<file path="config.mk">
export PLATFORM = sky130hd
export DESIGN_NAME = main_control_fsm
export DESIGN_NICKNAME = d
export VERILOG_FILES = /design/src/rtl/main_control_fsm.sv
export SDC_FILE = /design/constraint.sdc
export NUM_CORES = 1
export LEC_CHECK = 0
export ABC_AREA = 1
export BUFFER_PORTS_ARGS = -buffer_cell sky130_fd_sc_hd__buf_2
export CAP_MARGIN = 0
export CORE_AREA = 3 3 40 42
export CTS_BUF_LIST = sky130_fd_sc_hd__clkbuf_8
export CTS_CLUSTER_DIAMETER = 40
export CTS_CLUSTER_SIZE = 12
export DETAILED_ROUTE_END_ITERATION = 16
export DIE_AREA = 0 0 43 45
export GPL_TIMING_DRIVEN = 0
export PLACE_DENSITY_LB_ADDON = 0.12
export SYNTH_ARGS = -nofsm -noshare
export SYNTH_HDL_FRONTEND = slang
export SYNTH_SLANG_ARGS = --single-unit
</file>
<file path="constraint.sdc">
create_clock -name clk -period 1.58 [get_ports clk]
set_input_delay 0.237 -clock clk [delete_from_list [all_inputs] [get_ports clk]]
set_output_delay 0.237 -clock clk [all_outputs]
set_load 0.05 [all_outputs]
</file>
<file path="src/rtl/main_control_fsm.sv">
// Multicycle processor main control FSM.
// Moore machine sequencing instruction fetch, decode, memory access,
// execute and writeback. Outputs depend on the current state only, except
// for three cases. IRWrite/PCUpdate in FETCH follow mem_ready. illegal_instr
// in DECODE follows the opcode. Reset gates off every strobe.
module main_control_fsm (
  input  logic       clk,
  input  logic       rst_n,
  input  logic [6:0] opcode,
  input  logic       mem_ready,
  output logic       mem_req,
  output logic [1:0] ALUOp,
  output logic [1:0] ALUSrcA,
  output logic [1:0] ALUSrcB,
  output logic [1:0] ResultSrc,
  output logic       AdrSrc,
  output logic       IRWrite,
  output logic       PCUpdate,
  output logic       RegWrite,
  output logic       MemWrite,
  output logic       Branch,
  output logic       illegal_instr,
  output logic [3:0] state
);

  // State encodings
  localparam logic [3:0] S_FETCH    = 4'd0;
  localparam logic [3:0] S_DECODE   = 4'd1;
  localparam logic [3:0] S_MEMADR   = 4'd2;
  localparam logic [3:0] S_MEMREAD  = 4'd3;
  localparam logic [3:0] S_MEMWB    = 4'd4;
  localparam logic [3:0] S_MEMWRITE = 4'd5;
  localparam logic [3:0] S_EXECUTER = 4'd6;
  localparam logic [3:0] S_EXECUTEI = 4'd7;
  localparam logic [3:0] S_ALUWB    = 4'd8;
  localparam logic [3:0] S_BRANCH   = 4'd9;
  localparam logic [3:0] S_JAL      = 4'd10;

  // Supported opcodes
  localparam logic [6:0] OP_LOAD   = 7'b0000011;
  localparam logic [6:0] OP_STORE  = 7'b0100011;
  localparam logic [6:0] OP_RTYPE  = 7'b0110011;
  localparam logic [6:0] OP_ITYPE  = 7'b0010011;
  localparam logic [6:0] OP_BRANCH = 7'b1100011;
  localparam logic [6:0] OP_JAL    = 7'b1101111;

  // ALUOp classes
  localparam logic [1:0] ALU_ADD = 2'b00;
  localparam logic [1:0] ALU_SUB = 2'b01;
  localparam logic [1:0] ALU_R   = 2'b10;
  localparam logic [1:0] ALU_I   = 2'b11;

  // Operand A selects
  localparam logic [1:0] SRCA_PC    = 2'b00;
  localparam logic [1:0] SRCA_OLDPC = 2'b01;
  localparam logic [1:0] SRCA_RS1   = 2'b10;

  // Operand B selects
  localparam logic [1:0] SRCB_RS2  = 2'b00;
  localparam logic [1:0] SRCB_IMM  = 2'b01;
  localparam logic [1:0] SRCB_FOUR = 2'b10;

  // Result selects
  localparam logic [1:0] RES_ALUOUT = 2'b00;
  localparam logic [1:0] RES_RDATA  = 2'b01;
  localparam logic [1:0] RES_ALU    = 2'b10;

  logic [3:0] state_q, state_d;
  // Opcode class latched at DECODE: 1 = store, 0 = load (or not a memory op)
  logic       store_q, store_d;

  assign state = state_q;

  // State and opcode-class registers; asynchronous reset back to FETCH
  always_ff @(posedge clk or negedge rst_n) begin
    if (!rst_n) begin
      state_q <= S_FETCH;
      store_q <= 1'b0;
    end else begin
      state_q <= state_d;
      store_q <= store_d;
    end
  end

  // Next-state logic; the opcode is consulted only in DECODE
  always_comb begin
    state_d = S_FETCH;
    store_d = store_q;
    case (state_q)
      S_FETCH: state_d = mem_ready ? S_DECODE : S_FETCH;
      S_DECODE: begin
        store_d = (opcode == OP_STORE);
        case (opcode)
          OP_LOAD,
          OP_STORE:  state_d = S_MEMADR;
          OP_RTYPE:  state_d = S_EXECUTER;
          OP_ITYPE:  state_d = S_EXECUTEI;
          OP_BRANCH: state_d = S_BRANCH;
          OP_JAL:    state_d = S_JAL;
          default:   state_d = S_FETCH;
        endcase
      end
      S_MEMADR:   state_d = store_q ? S_MEMWRITE : S_MEMREAD;
      S_MEMREAD:  state_d = mem_ready ? S_MEMWB : S_MEMREAD;
      S_MEMWB:    state_d = S_FETCH;
      S_MEMWRITE: state_d = mem_ready ? S_FETCH : S_MEMWRITE;
      S_EXECUTER: state_d = S_ALUWB;
      S_EXECUTEI: state_d = S_ALUWB;
      S_ALUWB:    state_d = S_FETCH;
      S_BRANCH:   state_d = S_FETCH;
      S_JAL:      state_d = S_ALUWB;
      default:    state_d = S_FETCH;
    endcase
  end

  // Output decode per state
  always_comb begin
    mem_req       = 1'b0;
    ALUOp         = ALU_ADD;
    ALUSrcA       = SRCA_PC;
    ALUSrcB       = SRCB_RS2;
    ResultSrc     = RES_ALUOUT;
    AdrSrc        = 1'b0;
    IRWrite       = 1'b0;
    PCUpdate      = 1'b0;
    RegWrite      = 1'b0;
    MemWrite      = 1'b0;
    Branch        = 1'b0;
    illegal_instr = 1'b0;
    case (state_q)
      S_FETCH: begin
        mem_req   = 1'b1;
        ALUSrcA   = SRCA_PC;
        ALUSrcB   = SRCB_FOUR;
        ALUOp     = ALU_ADD;
        ResultSrc = RES_ALU;
        IRWrite   = mem_ready;
        PCUpdate  = mem_ready;
      end
      S_DECODE: begin
        ALUSrcA = SRCA_OLDPC;
        ALUSrcB = SRCB_IMM;
        ALUOp   = ALU_ADD;
        case (opcode)
          OP_LOAD, OP_STORE, OP_RTYPE,
          OP_ITYPE, OP_BRANCH, OP_JAL: illegal_instr = 1'b0;
          default:                     illegal_instr = 1'b1;
        endcase
      end
      S_MEMADR: begin
        ALUSrcA = SRCA_RS1;
        ALUSrcB = SRCB_IMM;
        ALUOp   = ALU_ADD;
      end
      S_MEMREAD: begin
        mem_req   = 1'b1;
        AdrSrc    = 1'b1;
        ResultSrc = RES_ALUOUT;
      end
      S_MEMWB: begin
        ResultSrc = RES_RDATA;
        RegWrite  = 1'b1;
      end
      S_MEMWRITE: begin
        mem_req   = 1'b1;
        AdrSrc    = 1'b1;
        ResultSrc = RES_ALUOUT;
        MemWrite  = 1'b1;
      end
      S_EXECUTER: begin
        ALUSrcA = SRCA_RS1;
        ALUSrcB = SRCB_RS2;
        ALUOp   = ALU_R;
      end
      S_EXECUTEI: begin
        ALUSrcA = SRCA_RS1;
        ALUSrcB = SRCB_IMM;
        ALUOp   = ALU_I;
      end
      S_ALUWB: begin
        ResultSrc = RES_ALUOUT;
        RegWrite  = 1'b1;
      end
      S_BRANCH: begin
        ALUSrcA   = SRCA_RS1;
        ALUSrcB   = SRCB_RS2;
        ALUOp     = ALU_SUB;
        ResultSrc = RES_ALUOUT;
        Branch    = 1'b1;
      end
      S_JAL: begin
        ALUSrcA   = SRCA_OLDPC;
        ALUSrcB   = SRCB_FOUR;
        ALUOp     = ALU_ADD;
        ResultSrc = RES_ALUOUT;
        PCUpdate  = 1'b1;
      end
      default: ;
    endcase
    // The state register already reads FETCH while rst_n is low, so the
    // selects carry FETCH values; only the strobes need masking here.
    if (!rst_n) begin
      mem_req       = 1'b0;
      IRWrite       = 1'b0;
      PCUpdate      = 1'b0;
      RegWrite      = 1'b0;
      MemWrite      = 1'b0;
      Branch        = 1'b0;
      illegal_instr = 1'b0;
    end
  end

endmodule

</file>
# Word level (Yosys, flattened, before mapping)

Cells that the tools add are included.

Bits in writable memories: 0
Memories: 0
Bits in read-only memories: 0
Bits in registers: 5
Logic and storage cells: 55
Bits in latches: 0
Output and inout bits: 20

Reductions and logical operators: 11
$add $sub $neg: 0
Shift operators: 0
$lt $le $gt $ge: 0
Divide/modulo/power cells: 0
Multiply operators: 0
Equal/unequal tests: 16
Bitwise gates (word level): 0
Multiplexer cells: 26

Operators with widths:

| operator             | count |
|---|---|
| $pmux W4 S6          | 1 |
| $pmux W4 S5          | 1 |
| $eq A4 B3 Y1 const B | 4 |
| $mux W1              | 16 |
| $eq A7 B6 Y1 const B | 2 |
| $eq A7 B7 Y1 const B | 2 |
| $eq A4 B4 Y1 const B | 3 |
| $pmux W2 S2          | 3 |
| $reduce_or A2 Y1     | 5 |
| $mux W3              | 3 |
| $reduce_or A3 Y1     | 3 |
| $eq A4 B2 Y1 const B | 2 |
| $eq A7 B2 Y1 const B | 1 |
| $eq A7 B5 Y1 const B | 1 |
| $pmux W2 S3          | 1 |
| $reduce_or A6 Y1     | 1 |
| $eq A4 B1 Y1 const B | 1 |
| $logic_not A4 Y1     | 1 |
| $reduce_or A4 Y1     | 1 |
| $pmux W1 S2          | 1 |

# Depth between registers and ports, before layout

Gate-level depths: netlist (run 1).

Word-level depth: 5
Depth in mapped cells: 7

# Worst setup path after synthesis (run 1)

OpenSTA, ideal clock, no wires.

Path type: register to output
Start: reg state_q[1] (netlist: state[1])
End: out PCUpdate
Path slack: -0.932 ns
Required time: 1.343 ns
Arrival time: 2.275 ns
Stages on the path, launching flop included: 6
Path through: dfrtp_1 inv_2 nand2_4 nor3_4 nand2_2 a21oi_1

Longest elaborated chain between the ends: 3
Elaborated cells between the ends (all ways): 4
Classes of those cells: 1 x eq/ne; 2 x mux; 1 x reduce/logical

Ends and longest elaborated chain:

| what                                                    | RTL line | source |
|---|---|---|
| from (decl)                                             | 68       | `logic [3:0] state_q, state_d;` |
| from (signal assigned)                                  | 80       | `state_q <= state_d;` |
| $eq A4 B4 Y1 / $logic_not A4 Y1 (equally long branches) | 130      | `case (state_q)` |
| $pmux W1 S2 (*)                                         | 130      |  |
| $mux W1 (*)                                             | 202      | `if (!rst_n) begin` |
| to (decl)                                               | 18       | `output logic PCUpdate,` |

Mark *: on every way between the ends. The rest lies on a longest branch, timed or not.

# Final worst setup path (run 1)

Same ends and word-level chain as after synthesis.

==> results.txt, run 1 <==
----------------------------------------------------
[Power]
  Reg power frac ... a little over a tenth
  Net switching power ... around 0.0010 W
  Internal portion of total power ... slightly below 0.0009 W
  Combinational group share of total power ... between 70 and 80%
  Sw Ratio ... between 50% and 60%
  Tot Pwr ... ~0.0019 W
  Clk network pwr share ... 12.4%
  Leakage dissipation ... approximately 0.56 nW
  Power density of the placed cells ... 1900 mW/mm2
  Peak supply drop ... around 0.0011 V

[Yosys]
  Number of distinct library cell variants in the gate-level netlist after synthesis ... 17
  Number of register bits inferred by synthesis ... 5
  Most frequently used flop master after synthesis ... sky130_fd_sc_hd__dfrtp_1
  Post-synthesis async set-or-reset flop share ... 100%
  Synth area leader ... sky130_fd_sc_hd__dfrtp_1
  Gate count after technology mapping ... 89
  Syn_area_per_cell ... 6.02 um2
  EDFF count, synth ... 0
  Top cells by count, synth ... sky130_fd_sc_hd__nand2_1, sky130_fd_sc_hd__inv_1, sky130_fd_sc_hd__nor2_1
  Largest cells by area after synthesis ... sky130_fd_sc_hd__dfrtp_1, sky130_fd_sc_hd__nand2_1, sky130_fd_sc_hd__nand3_1, sky130_fd_sc_hd__inv_1, sky130_fd_sc_hd__nor2_1
  Sequential element share of the synthesized area ... approximately a quarter
  Post-Syn Area ... around 540 um2
  Most frequently used cell type in the post-synthesis netlist ... sky130_fd_sc_hd__nand2_1
  Total number of yosys warnings ... 0
  Synthesized Nets ... 99
  Share of Yosys cell area claimed by the top area cell type ... between 20% and 30%

[Setup path]
  CP peak stage delay ... ~0.44 ns
  Cell type of the slowest stage on the worst timing path ... sky130_fd_sc_hd__dfrtp_2
  Data arrival, critical path ... ~1.5 ns
  Family with the most delay on the worst path ... flip-flops
  Bufs and invs on worst path ... 2
  Critical path endpoint category ... output port
  Critical path cell sequence ... inv_4 > nand2_4 > nor3_4 > nand2_2 > a21oi_4 > buf_6
  Crit path required time ... 1.34 ns
  Critical path type ... reg2out
  Critical path fanouts, max ... 4
  Launching element type of the critical path ... register

[Cells and area]
  Layout area overhead ... 89.0%
  Layout cells sized above 1 ... 60.0%
  Multi-input combinational cell area ... around 440 um2
  Sequential Area ... about 130 um2
  Non-filler instance count after layout ... roughly 150
  Layout filler cell count ... just under 90
  Diodes inserted ... 0
  Fin area ... about 0.001 mm2
  Post-layout nets ... roughly 140

[Worst hold path]
  Path class of the lowest-slack min-delay path ... in2reg

[STA]
  Worst-case headroom to the max-slew limit ... 69.8%
  Minimum clock period ... 1.70 ns
  F_max ... roughly 590 MHz
  Number of failing hold endpoints at the final stage ... 0
  RSZ-0062 raised after global routing ... yes
  Crit path setup slack, layout ... -0.122 ns
  Worst slew pin tran ... around 0.45 ns
  Share of the cycle needed by the critical path after routing ... 108%
  Count of endpoints failing setup in the final report ... 15
  Clock Skew ... ~0.00061 ns
  Count of pins over their slew limit ... 0

[GRT]
  Wire length of the first global-routing pass ... approximately 2600 um
  GRT Overall Usage ... 17.8%
  Pin count of the biggest net entering global routing ... 7
  Vias in the first global route ... 634
  Remaining global-route overflow ... 0
  Number of antenna violations at the first check in global routing ... 0

[Floorplan]
  Core Rows ... 13
  Die outline height ... around 45 um
  Chip Width ... 43 um
  Count of boundary I/O pins ... 30
  Die area ... 0.00194 mm2
  Initial standard-cell utilization of the core ... 41.7%
  Standard cell core area ... 0.00128 mm2

[Placed design]
  Post-detailed-placement cell area ... 773 um2
  Gpl congestion ... 0.799
  Placed Instances ... about 130
  Port Buffers ... 29
  Post-detail-place hpwl ... about 1200 um

[Clock network]
  Clock insertion delay at the later pin of the skew report ... 0.22 ns
  Inserted Clock Buffers ... 3
  Num Clock Sinks ... 5
  Clock root buffer ... sky130_fd_sc_hd__clkbuf_8
  Clock input transition at the sequential cells of the worst setup and hold paths ... ~0.040 ns
  Maximum buffer depth of the clock tree ... 2
  CTS tree ... done
  CTS H-Tree Depth ... 1

[Routing]
  Remaining design rule violation count ... 0
  Total iterations of the first detailed-routing run ... 4
  DRT Wirelength ... between 1500 and 2000 um
  Routed vias ... between 600 and 700
  Via-to-Cell Ratio ... between 4 and 5
  1st-iter DRT viols ... 11
  Post-DRT Antenna Nets ... 0
  Average wire per cell in the routed design ... approximately 12 um

[Run status]
  Failing checks ... negative setup slack
  Run status ... complete, but fails checks

[Job]
  Max-cap viol count ... 0

----------------------------------------------------
## flip-flops by register name, summed over array words and instances, names as in the netlist
register	cells
state	4
store_q	1
## per-stage QoR
step                      setup slack, ns  hold slack [ns]  TNS (ns)  util [%]
after floorplan                    -0.495          -0.0586     -1.90         -
after global placement            -0.0977           0.0629    -0.122      60.2
after detailed placement           -0.106           0.0681    -0.138      60.2
after CTS                          -0.139            0.277    -0.472      73.1
after global routing               -0.224            0.313     -2.30      78.8
final                              -0.122            0.279    -0.867      78.8
## cell usage in the layout, fill, tap and decap left out, drive strengths merged
master,n
buf,36
nand2,27
nor2,19
inv,18
nand3,10
o21ai,6
dfrtp,5
clkbuf,3
a21oi,3
nor3,2
dlygate4sd3,1
## kinds of logic (layout without fill, tap and decap cells)
kind of cell           Yosys count  in the layout  synth area share (%)
AND/OR/NAND/NOR                 58             58                  54.9
buffers and inverters           17             58                  11.9
AO/OA/AOI/OAI                    9              9                  9.81
flip-flops                       5              5                  23.4
## worst min-delay path, delay by kind of cell
family	cells	cell delay (ns)
simple gates	2	0.13
buf+inv	1	0.10
## layer usage
metal	wire, um	GRT usage, %	up-vias
met2	926	32.3	23
met3	102	5.18	2
met4	10	5.42	0
li1	-	-	357
met1	731	20.2	317
met5	0	0	-
## worst paths after layout
check	start	end	slack [ns]	cells after the start
max in group asynchronous	rst_n	state[2]	0.94	2
worst min register to register	store_q	store_q	0.52	2
worst max-delay path	state[1]	PCUpdate	-0.12	6
worst min-delay path	opcode[4]	state[2]	0.28	3
min in group asynchronous	rst_n	state[0]	0.43	2
worst max register to register	state[1]	state[0]	0.34	6
## power groups by stage
stage	clock network, W	registers [W]	logic [W]
2_1_floorplan	0	0.000285	0.000789
3_3_place_gp	0	0.000203	0.00107
3_5_place_dp	0	0.000204	0.00107
4_1_cts	0.000241	0.000203	0.00129
5_1_grt	0.000253	0.000205	0.00156
6_report	0.000237	0.000200	0.00148
## timing repair
item / CTS / global route
endpoints found under the hold margin: 5 / 0
endpoints found under the setup margin: 15 / 16
buffers inserted: 3 / 4
pin swaps: 5 / 4
gates resized for setup: 29 / 12
hold buffers: 1 / 0
## cell type report
type / count / share of cell area (%)
well taps: 15 / 1.85
flip-flops and latches: 5 / 12.9
clock inverters: 1 / 0.371
clock buffers: 3 / 4.08
repair buffers: 37 / 30.4
inverters: 17 / 6.80
multi-input cells: 67 / 43.6
(Power assumes the default switching activity.)
==> run 2, diff against run 1 <==
Settings changed: CTS_BUF_LIST sky130_fd_sc_hd__clkbuf_8 to default.
==> run 2 against run 1 <==
The run still ends with negative setup slack left. Via count increased by 1.1%. Core utilization increased by 2.6 points. Combinational power about the same. Critical path depth unchanged. Hold slack got worse by 0.0098 ns.
==> results.txt, run 2 (synthesis results as in run 1) <==
----------------------------------------------------
[Run status]
  Run status ... complete, but fails checks
  Failing checks ... negative setup slack

[Floorplan]
  Chip Width ... 43 um (unchanged)
  Count of boundary I/O pins ... 30 (unchanged)
  Die outline height ... 45 um (unchanged)
  Core Rows ... 13 (unchanged)
  Initial standard-cell utilization of the core ... 41.7% (unchanged)
  Standard cell core area ... 0.00128 mm2 (unchanged)
  Die area ... 0.00194 mm2 (unchanged)

[GRT]
  GRT Overall Usage ... 16.4% (-1.4 points)
  Remaining global-route overflow ... 0 (unchanged)
  Number of antenna violations at the first check in global routing ... 0 (unchanged)
  Vias in the first global route ... 626 (-1.3%)
  Pin count of the biggest net entering global routing ... 7 (unchanged)
  Wire length of the first global-routing pass ... 2480 um (-4.5%)

[Placed design]
  Pre-CTS setup slack ... -0.106 ns (unchanged)
  Port Buffers ... 29 (unchanged)
  Post-detailed-placement cell area ... 773 um2 (unchanged)
  Post-detail-place hpwl ... 1160 um (unchanged)
  Gpl congestion ... 0.799 (unchanged)

[Routing]
  Post-DRT Antenna Nets ... 0 (unchanged)
  Remaining design rule violation count ... 0 (unchanged)
  1st-iter DRT viols ... 14 (+3)
  Average wire per cell in the routed design ... 12.9 um (+5.7%)
  Via-to-Cell Ratio ... 4.84 (+0.45%)
  DRT Wirelength ... 1880 um (+6.4%)
  Total iterations of the first detailed-routing run ... 4 (unchanged)
  Routed vias ... 707 (+1.1%)

[Setup path]
  Critical path fanouts, max ... 4 (unchanged)
  Data arrival, critical path ... 1.57 ns (+0.11 ns)
  Critical path type ... reg2out
  Crit path required time ... 1.34 ns (about the same)
  Critical path endpoint category ... output port
  Launching element type of the critical path ... register

[Cells and area]
  Number of flip-flops in the largest register ... 4 (unchanged)
  Layout cells sized above 1 ... 64.9% (+4.9 points)
  Fin area ... 0.00105 mm2 (+3.3%)
  Layout area overhead ... 95.3%
  Most frequent standard cell in the layout excluding fill and tap cells ... sky130_fd_sc_hd__buf_2
  Top library cells by usage in the layout, fill and taps aside ... sky130_fd_sc_hd__buf_2, sky130_fd_sc_hd__nand2_1, sky130_fd_sc_hd__inv_1, sky130_fd_sc_hd__nor2_4, sky130_fd_sc_hd__nand2_2
  Diodes inserted ... 0 (unchanged)
  Post-layout nets ... 142 (+0.71%)

[Clock network]
  Clock root buffer ... sky130_fd_sc_hd__clkbuf_4
  CTS H-Tree Depth ... 1 (unchanged)
  Maximum buffer depth of the clock tree ... 2 (unchanged)
  Clock insertion delay at the later pin of the skew report ... 0.23 ns (about the same)
  Num Clock Sinks ... 5 (unchanged)
  Clock input transition at the sequential cells of the worst setup and hold paths ... 0.04 ns (about the same)
  Inserted Clock Buffers ... 3 (unchanged)
  CTS tree ... done

[STA]
  Share of the cycle needed by the critical path after routing ... 114% (+6.4 points)
  RSZ-0062 raised after global routing ... yes
  Clock Skew ... 0.000692 ns (+0.0000800 ns)
  Worst slew pin tran ... 0.451 ns (+0.00196 ns)
  F_max ... 555 MHz (-5.6%)
  Count of endpoints failing setup in the final report ... 12 (-3)
  Minimum clock period ... 1.80 ns (+0.101 ns)
  Worst-case headroom to the max-slew limit ... 69.6% (-0.13 points)
  Number of failing hold endpoints at the final stage ... 0 (unchanged)
  Count of pins over their slew limit ... 0 (unchanged)
  Crit path setup slack, layout ... -0.223 ns (-0.101 ns)

[Power]
  Leakage dissipation ... 0.562 nW (+0.16%)
  Power density of the placed cells ... 1780 mW/mm2 (-6.3%)
  Peak supply drop ... 0.00135 V (+21%)

[Worst hold path]
  Path class of the lowest-slack min-delay path ... in2reg

[Job]
  Max-cap viol count ... 0 (unchanged)

----------------------------------------------------
run 2: changes by cell type in the layout (fill, tap and decap cells not counted), sizes merged:
cell,delta
inv,-1
buf,+1
clkbuf,+1
run 2: report_power, final:
group / switching (W) / internal (W)
Sequential: 0.0000433 / 0.000158
Combinational: 0.000974 / 0.000538
Clock: 0.0000498 / 0.0000953
run 2: metal layers:
metal	GRT usage [%]	wire length [um]	part of all wire, %
met1	18.5	799	42
met2	32.0	1010	54
met3	3.98	71	3.8
met4	1.81	0	0
met5	0	0	0
run 2: layout make-up:
cell class / instances / area (um2)
multi-input combinational: 67 / 467
timing repair buffer: 38 / 335
fill: 83 / 239
sequential: 5 / 130
inverter: 17 / 68.8
clock buffer: 4 / 26.3
tap: 15 / 18.8
run 2: critical path: stages (launching register included):
cell and delay (ns):
sky130_fd_sc_hd__dfrtp_2 0.45, sky130_fd_sc_hd__inv_4 0.08, sky130_fd_sc_hd__nand2_4 0.06, sky130_fd_sc_hd__nor3_4 0.26
sky130_fd_sc_hd__nand2_2 0.16, sky130_fd_sc_hd__a21oi_4 0.15, sky130_fd_sc_hd__buf_6 0.17
run 2: path summary, 6_finish.rpt:
kind                                start       end  slack, ns  cells past startpoint
worst max-delay path             state[1]  PCUpdate      -0.22                      6
worst min-delay path            opcode[4]  state[2]       0.27                      3
worst max register to register   state[1]  state[1]       0.17                      8
worst min register to register    store_q   store_q       0.53                      2
max in group asynchronous           rst_n  state[2]       0.96                      2
min in group asynchronous           rst_n  state[0]       0.41                      2
run 2: per-stage QoR:
step,std cells,utilization (%),hold WS (ns),total power (W),setup TNS (ns)
3_5_place_dp,133,60.2,0.0681,0.00128,-0.138
2_1_floorplan,89,-,-0.0586,0.00107,-1.90
6_report,146,81.4,0.269,0.00186,-1.34
5_1_grt,146,81.4,0.287,0.00196,-2.47
3_3_place_gp,133,60.2,0.0629,0.00127,-0.122
4_1_cts,141,72.2,0.263,0.00162,-0.658
run 2: timing repair:
item | CTS | global route
pin swaps | 5 | 8
buffers inserted | 3 | 6
endpoints found under the setup margin | 16 | 16
hold buffers | 1 | 0
hold endpoints to repair | 5 | 0
resized for setup | 30 | 25
